### src/rtl/traffic_conflict_monitor_pkg.sv
// Shared lamp encodings, fault codes, head ids and FSM states for the conflict monitor.
// Also holds the lamp classifier and the legal-transition table used by every head.
package traffic_conflict_monitor_pkg;

  typedef enum logic [2:0] {
    LAMP_DARK  = 3'd0,
    LAMP_R     = 3'd1,
    LAMP_Y     = 3'd2,
    LAMP_G     = 3'd3,
    LAMP_MULTI = 3'd4
  } lamp_e;

  typedef enum logic [1:0] {
    ST_ARM     = 2'd0,
    ST_MONITOR = 2'd1,
    ST_FAULT   = 2'd2
  } state_e;

  localparam logic [2:0] CODE_NONE     = 3'd0;
  localparam logic [2:0] CODE_CONFLICT = 3'd1;
  localparam logic [2:0] CODE_MULTI    = 3'd2;
  localparam logic [2:0] CODE_SEQ      = 3'd3;
  localparam logic [2:0] CODE_SHORT_G  = 3'd4;
  localparam logic [2:0] CODE_SHORT_Y  = 3'd5;
  localparam logic [2:0] CODE_DARK     = 3'd6;

  localparam logic [1:0] HEAD_A = 2'd0;
  localparam logic [1:0] HEAD_B = 2'd1;
  localparam logic [1:0] HEAD_W = 2'd2;

  function automatic lamp_e encode_lamp(input logic g, input logic y, input logic r);
    case ({g, y, r})
      3'b000:  return LAMP_DARK;
      3'b001:  return LAMP_R;
      3'b010:  return LAMP_Y;
      3'b100:  return LAMP_G;
      default: return LAMP_MULTI;
    endcase
  endfunction

  // Only the normal vehicle cycle and the flash-dark excursion from red are legal.
  function automatic logic legal_step(input lamp_e from, input lamp_e to);
    return (from == LAMP_R    && to == LAMP_G)    ||
           (from == LAMP_G    && to == LAMP_Y)    ||
           (from == LAMP_Y    && to == LAMP_R)    ||
           (from == LAMP_R    && to == LAMP_DARK) ||
           (from == LAMP_DARK && to == LAMP_R);
  endfunction

endpackage

### src/rtl/traffic_conflict_monitor_head_tracker.sv
// Tracks one vehicle head: lamp encoding, dwell counter and per-head violation flags.
// Flags describe the sample currently on G/Y/R against the remembered history.
module traffic_conflict_monitor_head_tracker
  import traffic_conflict_monitor_pkg::*;
#(
  parameter int MIN_GREEN  = 4,
  parameter int MIN_YELLOW = 2,
  parameter int MAX_DARK   = 4,
  parameter int CNT_W      = 4
) (
  input  logic             CLK,
  input  logic             RST_N,
  input  logic             G,
  input  logic             Y,
  input  logic             R,
  input  logic             en,
  output logic [2:0]       enc,
  output logic [CNT_W-1:0] dwell,
  output logic             multi,
  output logic             bad_seq,
  output logic             short_g,
  output logic             short_y,
  output logic             dark_to
);

  localparam logic [CNT_W-1:0] DWELL_MAX = '1;

  lamp_e            cur;
  lamp_e            prev;
  logic [CNT_W-1:0] dwell_q;
  logic [CNT_W-1:0] dwell_nxt;
  logic             changed;

  always_comb begin
    cur       = encode_lamp(G, Y, R);
    changed   = (cur != prev);
    dwell_nxt = dwell_q;
    if (changed) begin
      dwell_nxt = CNT_W'(1);
    end else if (dwell_q != DWELL_MAX) begin
      dwell_nxt = dwell_q + CNT_W'(1);
    end
  end

  // Leaving-state checks use the dwell of the state being left; dark uses the running dwell.
  assign multi   = (cur == LAMP_MULTI);
  assign bad_seq = en && changed && !legal_step(prev, cur);
  assign short_g = en && changed && (prev == LAMP_G) && (dwell_q < CNT_W'(MIN_GREEN));
  assign short_y = en && changed && (prev == LAMP_Y) && (dwell_q < CNT_W'(MIN_YELLOW));
  assign dark_to = en && (cur == LAMP_DARK) && (dwell_nxt > CNT_W'(MAX_DARK));
  assign enc     = cur;
  assign dwell   = dwell_q;

  always_ff @(posedge CLK or negedge RST_N) begin
    if (!RST_N) begin
      prev    <= LAMP_DARK;
      dwell_q <= '0;
    end else begin
      prev    <= cur;
      dwell_q <= dwell_nxt;
    end
  end

endmodule

### src/rtl/traffic_conflict_monitor.sv
// Lamp-output watchdog: registers the eight lamp lines, checks them, and latches
// the first fault (code + head) until CLR, raising FLASH_REQ while faulted.
module traffic_conflict_monitor
  import traffic_conflict_monitor_pkg::*;
#(
  parameter int MIN_GREEN  = 4,
  parameter int MIN_YELLOW = 2,
  parameter int MAX_DARK   = 4,
  parameter int CNT_W      = 4
) (
  input  logic             CLK,
  input  logic             RST_N,
  input  logic             Ga,
  input  logic             Ya,
  input  logic             Ra,
  input  logic             Gb,
  input  logic             Yb,
  input  logic             Rb,
  input  logic             Gw,
  input  logic             Rw,
  input  logic             CLR,
  output logic             FAULT,
  output logic [2:0]       FAULT_CODE,
  output logic [1:0]       FAULT_HEAD,
  output logic             FLASH_REQ,
  output logic             ARMED,
  output logic [1:0]       dbg_state,
  output logic [CNT_W-1:0] dbg_dwell_a,
  output logic [CNT_W-1:0] dbg_dwell_b
);

  logic [7:0] lamp_q;
  logic       ga_q, ya_q, ra_q, gb_q, yb_q, rb_q, gw_q, rw_q;
  state_e     state, state_nxt;
  logic [2:0] code_q, code_nxt, viol_code;
  logic [1:0] head_q, head_nxt, viol_head;
  logic       seq_en;
  logic [2:0] enc_a, enc_b;
  logic       multi_a, bad_a, sg_a, sy_a, dark_a;
  logic       multi_b, bad_b, sg_b, sy_b, dark_b;
  logic       go_a, go_b;

  always_ff @(posedge CLK or negedge RST_N) begin
    if (!RST_N) lamp_q <= '0;
    else        lamp_q <= {Ga, Ya, Ra, Gb, Yb, Rb, Gw, Rw};
  end

  assign {ga_q, ya_q, ra_q, gb_q, yb_q, rb_q, gw_q, rw_q} = lamp_q;
  assign seq_en = (state == ST_MONITOR);

  traffic_conflict_monitor_head_tracker #(
    .MIN_GREEN(MIN_GREEN), .MIN_YELLOW(MIN_YELLOW), .MAX_DARK(MAX_DARK), .CNT_W(CNT_W)
  ) u_head_a (
    .CLK(CLK), .RST_N(RST_N), .G(ga_q), .Y(ya_q), .R(ra_q), .en(seq_en),
    .enc(enc_a), .dwell(dbg_dwell_a), .multi(multi_a), .bad_seq(bad_a),
    .short_g(sg_a), .short_y(sy_a), .dark_to(dark_a)
  );

  traffic_conflict_monitor_head_tracker #(
    .MIN_GREEN(MIN_GREEN), .MIN_YELLOW(MIN_YELLOW), .MAX_DARK(MAX_DARK), .CNT_W(CNT_W)
  ) u_head_b (
    .CLK(CLK), .RST_N(RST_N), .G(gb_q), .Y(yb_q), .R(rb_q), .en(seq_en),
    .enc(enc_b), .dwell(dbg_dwell_b), .multi(multi_b), .bad_seq(bad_b),
    .short_g(sg_b), .short_y(sy_b), .dark_to(dark_b)
  );

  assign go_a = ga_q | ya_q;
  assign go_b = gb_q | yb_q;

  // Lowest code wins; within a code A beats B beats W.
  always_comb begin
    viol_code = CODE_NONE;
    viol_head = HEAD_A;
    if      (go_a && (go_b || gw_q)) begin viol_code = CODE_CONFLICT; viol_head = HEAD_A; end
    else if (go_b && gw_q)           begin viol_code = CODE_CONFLICT; viol_head = HEAD_B; end
    else if (multi_a)                begin viol_code = CODE_MULTI;    viol_head = HEAD_A; end
    else if (multi_b)                begin viol_code = CODE_MULTI;    viol_head = HEAD_B; end
    else if (gw_q && rw_q)           begin viol_code = CODE_MULTI;    viol_head = HEAD_W; end
    else if (bad_a)                  begin viol_code = CODE_SEQ;      viol_head = HEAD_A; end
    else if (bad_b)                  begin viol_code = CODE_SEQ;      viol_head = HEAD_B; end
    else if (sg_a)                   begin viol_code = CODE_SHORT_G;  viol_head = HEAD_A; end
    else if (sg_b)                   begin viol_code = CODE_SHORT_G;  viol_head = HEAD_B; end
    else if (sy_a)                   begin viol_code = CODE_SHORT_Y;  viol_head = HEAD_A; end
    else if (sy_b)                   begin viol_code = CODE_SHORT_Y;  viol_head = HEAD_B; end
    else if (dark_a)                 begin viol_code = CODE_DARK;     viol_head = HEAD_A; end
    else if (dark_b)                 begin viol_code = CODE_DARK;     viol_head = HEAD_B; end
  end

  always_comb begin
    state_nxt = state;
    code_nxt  = code_q;
    head_nxt  = head_q;
    case (state)
      ST_ARM: begin
        if (viol_code != CODE_NONE) begin
          state_nxt = ST_FAULT;
          code_nxt  = viol_code;
          head_nxt  = viol_head;
        end else if (enc_a == LAMP_R && enc_b == LAMP_R && rw_q) begin
          state_nxt = ST_MONITOR;
        end
      end
      ST_MONITOR: begin
        if (viol_code != CODE_NONE) begin
          state_nxt = ST_FAULT;
          code_nxt  = viol_code;
          head_nxt  = viol_head;
        end
      end
      ST_FAULT: begin
        if (CLR) begin
          state_nxt = ST_ARM;
          code_nxt  = CODE_NONE;
          head_nxt  = HEAD_A;
        end
      end
      default: state_nxt = ST_ARM;
    endcase
  end

  always_ff @(posedge CLK or negedge RST_N) begin
    if (!RST_N) begin
      state  <= ST_ARM;
      code_q <= CODE_NONE;
      head_q <= HEAD_A;
    end else begin
      state  <= state_nxt;
      code_q <= code_nxt;
      head_q <= head_nxt;
    end
  end

  assign FAULT      = (state == ST_FAULT);
  assign FLASH_REQ  = FAULT;
  assign ARMED      = (state == ST_MONITOR);
  assign FAULT_CODE = code_q;
  assign FAULT_HEAD = head_q;
  assign dbg_state  = state;

endmodule

### config.mk
export PLATFORM = sky130hd
export DESIGN_NAME = traffic_conflict_monitor
export DESIGN_NICKNAME = d
export VERILOG_FILES = /design/src/rtl/traffic_conflict_monitor_pkg.sv /design/src/rtl/traffic_conflict_monitor_head_tracker.sv /design/src/rtl/traffic_conflict_monitor.sv
export SDC_FILE = /design/constraint.sdc
export NUM_CORES = 1
export LEC_CHECK = 0
export BUFFER_PORTS_ARGS = -buffer_cell sky130_fd_sc_hd__buf_2
export CAP_MARGIN = 0
export CORE_MARGIN = 10
export CORE_UTILIZATION = 25
export DETAILED_ROUTE_END_ITERATION = 6
export GPL_TIMING_DRIVEN = 0
export HOLD_SLACK_MARGIN = 0.1
export PLACE_DENSITY_LB_ADDON = 0.05
export SLEW_MARGIN = 0
export SYNTH_ARGS = -nofsm -noshare
export SYNTH_HDL_FRONTEND = slang
export SYNTH_SLANG_ARGS = --single-unit
export TNS_END_PERCENT = 50
### constraint.sdc
create_clock -name CLK -period 2.1 [get_ports CLK]
set_input_delay 0.21 -clock CLK [delete_from_list [all_inputs] [get_ports CLK]]
set_output_delay 0.21 -clock CLK [all_outputs]
set_load 0.02 [all_outputs]
==> impl_metrics.json <==
{
  "antenna_cells": 0,
  "ir_worst_vdd_v": 0.000243,
  "die-area_sq_um": 11700,
  "drc": 0,
  "place.gp.congestion": 0.702,
  "clkSlewWorstSetupHoldPaths_ns": 0.06,
  "hold_viol": 0,
  "syn_area_per_cell_sq_um": 10.3,
  "critPathKind": "flop to flop",
  "routedWlPerCell_um": 15.9,
  "syn_to_final_growth_pct": 43.8,
  "synth_top_family_by_area": "simple AND/OR/NAND/NOR gates",
  "slew_headroom_pct": 54.0,
  "p_leak_nw": 1.15,
  "track_usage_pct": 10.1,
  "crit_arrival_ns": 2.37,
  "finalWorstSetupSlack_ns": -0.0931,
  "startpoint_type": "flop",
  "fin_util_pct": 36.4,
  "synthArstFlopShare_pct": 100,
  "yosysUniqueCellTypes": 63,
  "h-tree-depth": 2,
  "syn-num-nets": 201,
  "finalCritPeriodShare_pct": 104,
  "synth_compound_area_share_pct": 21.0,
  "synth.top_cell.area_share_pct": 37.5,
  "synthTopCellsByArea": "dfrtp_1 37%, nand2b_1 4.2%, nor2_1 3.9%, xnor2_1 2.7%, a211oi_1 2.3%",
  "critical_path_required_ns": 2.27,
  "grt_start_max_net_pins": 30,
  "grt_pass1_wl_um": 9310,
  "start_util_pct": 25.3,
  "setup_violations": 5,
  "holdCritStartpoint": "CLR",
  "cts_max_path_buffers": 2,
  "grt_pass1_vias": 1766,
  "syn_inst": 188,
  "synth_xor_area_share_pct": 2.71,
  "tritoncts": "yes",
  "clock.fmax_mhz": 456,
  "crit_path_end_kind": "flop",
  "hpwl_um": 3810,
  "place_ws_ns": -0.266,
  "synth_largest_area_cell": "dfrtp_1",
  "routed_wl_um": 5750,
  "synth-edff-count": 0,
  "synthAdderAreaFrac_pct": 2.97,
  "antenna_found_initial": 0,
  "die_y_um": 108,
  "worstMarginPinSlew_ns": 0.690,
  "cts.sinks": 29,
  "root_buffer": "clkbuf_8",
  "drive_above_1_share_pct": 43.8,
  "die_x_um": 108,
  "synth-seq-cells": 29,
  "r2r_slack_ns": -0.09,
  "yosys.area_share.simple_pct": 29.5,
  "yosys-mux-area-fraction_pct": 1.55,
  "via_per_inst": 4.84,
  "cts_buffers": 5,
  "clkLatencyLatePin_ns": 0.29,
  "yosysWarnings": 0,
  "crit_fanout": 5,
  "status": "finished with violations",
  "pin_count": 29,
  "io_buffers": 28,
  "drtIter0Drc": 74,
  "final_nets": 272,
  "grt-ovfl-total": 0,
  "min_path_type": "input port to flop",
  "ant_nets": 0,
  "synth_top_cells_by_count": "29 x dfrtp_1, 20 x nor2_1, 13 x nand2b_1",
  "rsz0062_at_grt": "yes",
  "core_sq_um": 7650,
  "p_per_area_nw_per_um2": 633,
  "synth_area_sq_um": 1940,
  "vias": 1753,
  "violations": "negative setup slack",
  "fin_crit_ns": 2.19,
  "dr.pass1.iters": 4,
  "ys_seq_area_share_pct": 37.5,
  "final-max-slew-violation-count": 0,
  "worstSetupStartpoint": "lamp_q[7]",
  "r2r-start": "lamp_q[7]",
  "synth_ff_type": "dfrtp_1",
  "max-cap-violations": 0,
  "skew_ns": 0.00625,
  "synth.most_common_cell": "dfrtp_1",
  "rows": 32
}
## metrics by stage
| step | hold slack (ns) | TNS (ns) | instance area (sq um) | cells | total power [mW] |
|---|---|---|---|---|---|
| after CTS | 0.146 | -0.509 | 2550 | 345 | 1.74 |
| after global routing | 0.172 | -0.953 | 2780 | 362 | 1.87 |
| final | 0.153 | -0.269 | 2780 | 362 | 1.76 |
| after floorplan | -0.0856 | 0 | 1950 | 188 | 1.05 |
| after global placement | 0.311 | -1.47 | 2220 | 318 | 1.22 |
| after detailed placement | 0.309 | -1.29 | 2220 | 318 | 1.21 |
## registers in the layout (all words and copies together), names as in the netlist
| signal | cells |
|---|---|
| FAULT_CODE | 3 |
| u_head_b.prev | 3 |
| u_head_b.dwell | 4 |
| FAULT_HEAD | 2 |
| u_head_a.prev | 3 |
| u_head_a.dwell | 4 |
| dbg_state | 2 |
| lamp_q | 8 |
## report_power, final
part           switching (mW)  total [mW]  internal [mW]
Sequential             0.0791       0.697          0.618
Combinational           0.329       0.615          0.286
Clock                   0.216       0.451          0.235
Total                   0.625        1.76           1.14
## layout make-up
| cell class | count | area [sq um] |
|---|---|---|
| buffer | 8 | 76.3 |
| clock buffer | 8 | 80.1 |
| fill | 799 | 4860 |
| tap | 102 | 128 |
| inverter | 6 | 22.5 |
| multi-input combinational | 144 | 1300 |
| timing repair buffer | 65 | 444 |
| sequential | 29 | 734 |
## worst max-delay path: stages (launching register included)
cell	delay [ns]
dfrtp_1	0.43
maj3_2	0.37
and3_2	0.25
nor4_4	0.36
buf_4	0.20
inv_1	0.04
o311a_1	0.10
o2bb2ai_1	0.14
a22o_1	0.19
## cell usage in the layout, fill, tap and decap left out, types with 2 or more instances in the layout
cell type,instances
buf_2,29
buf_4,28
dfrtp_1,22
nor2_1,19
nand2b_1,13
dlygate4sd3_1,9
nand2_1,7
dfrtp_2,7
buf_6,6
xnor2_1,6
nand3_1,6
a211oi_2,5
inv_1,5
a21oi_1,5
nand3b_1,5
clkbuf_8,5
nor3_1,4
nor4_1,4
nor4_4,4
nor3_4,3
mux2i_1,3
clkbuf_1,3
maj3_2,2
and3b_1,2
a211oi_1,2
a31oi_1,2
or2_2,2
a21oi_4,2
o21bai_1,2
o22ai_1,2
o21ai_0,2
o2bb2ai_1,2
a22o_1,2
## path summary, 6_finish.rpt
kind / end / cells after the start
max: FAULT_HEAD[0] / 8
min: dbg_state[1] / 2
max reg2reg: FAULT_HEAD[0] / 8
min reg2reg: FAULT_CODE[0] / 1
max in group asynchronous: u_head_a.dwell[0] / 2
min in group asynchronous: lamp_q[2] / 2
## logic make-up (layout without fill, tap and decap cells)
kind of cell	count (synthesis)	count (layout)
buffers and inverters	15	87
xor gates and xnor gates	6	6
adders and majority gates	5	5
DFF	29	29
muxes	3	3
AOI/OAI and AO/OA	45	45
and+or+nand+nor	85	85
## timing repair
item	CTS	global route
hold buffers	9	0
gates cloned	0	0
buffers inserted	10	18
endpoints found under the hold margin	37	0
resized for setup	16	22
endpoints found under the setup margin	7	7
pin swaps	17	13
## layer usage
metal  GRT usage (%)  share of wire, %  vias to the layer above  wire length, um
met4            2.86               1.0                        0               59
li1                -                 -                      853                -
met5               0                 0                        -                0
met1            12.8                47                      868             2690
met3            3.33               4.0                        6              231
met2            16.1                48                       26             2770
(Power assumes the default switching activity.)
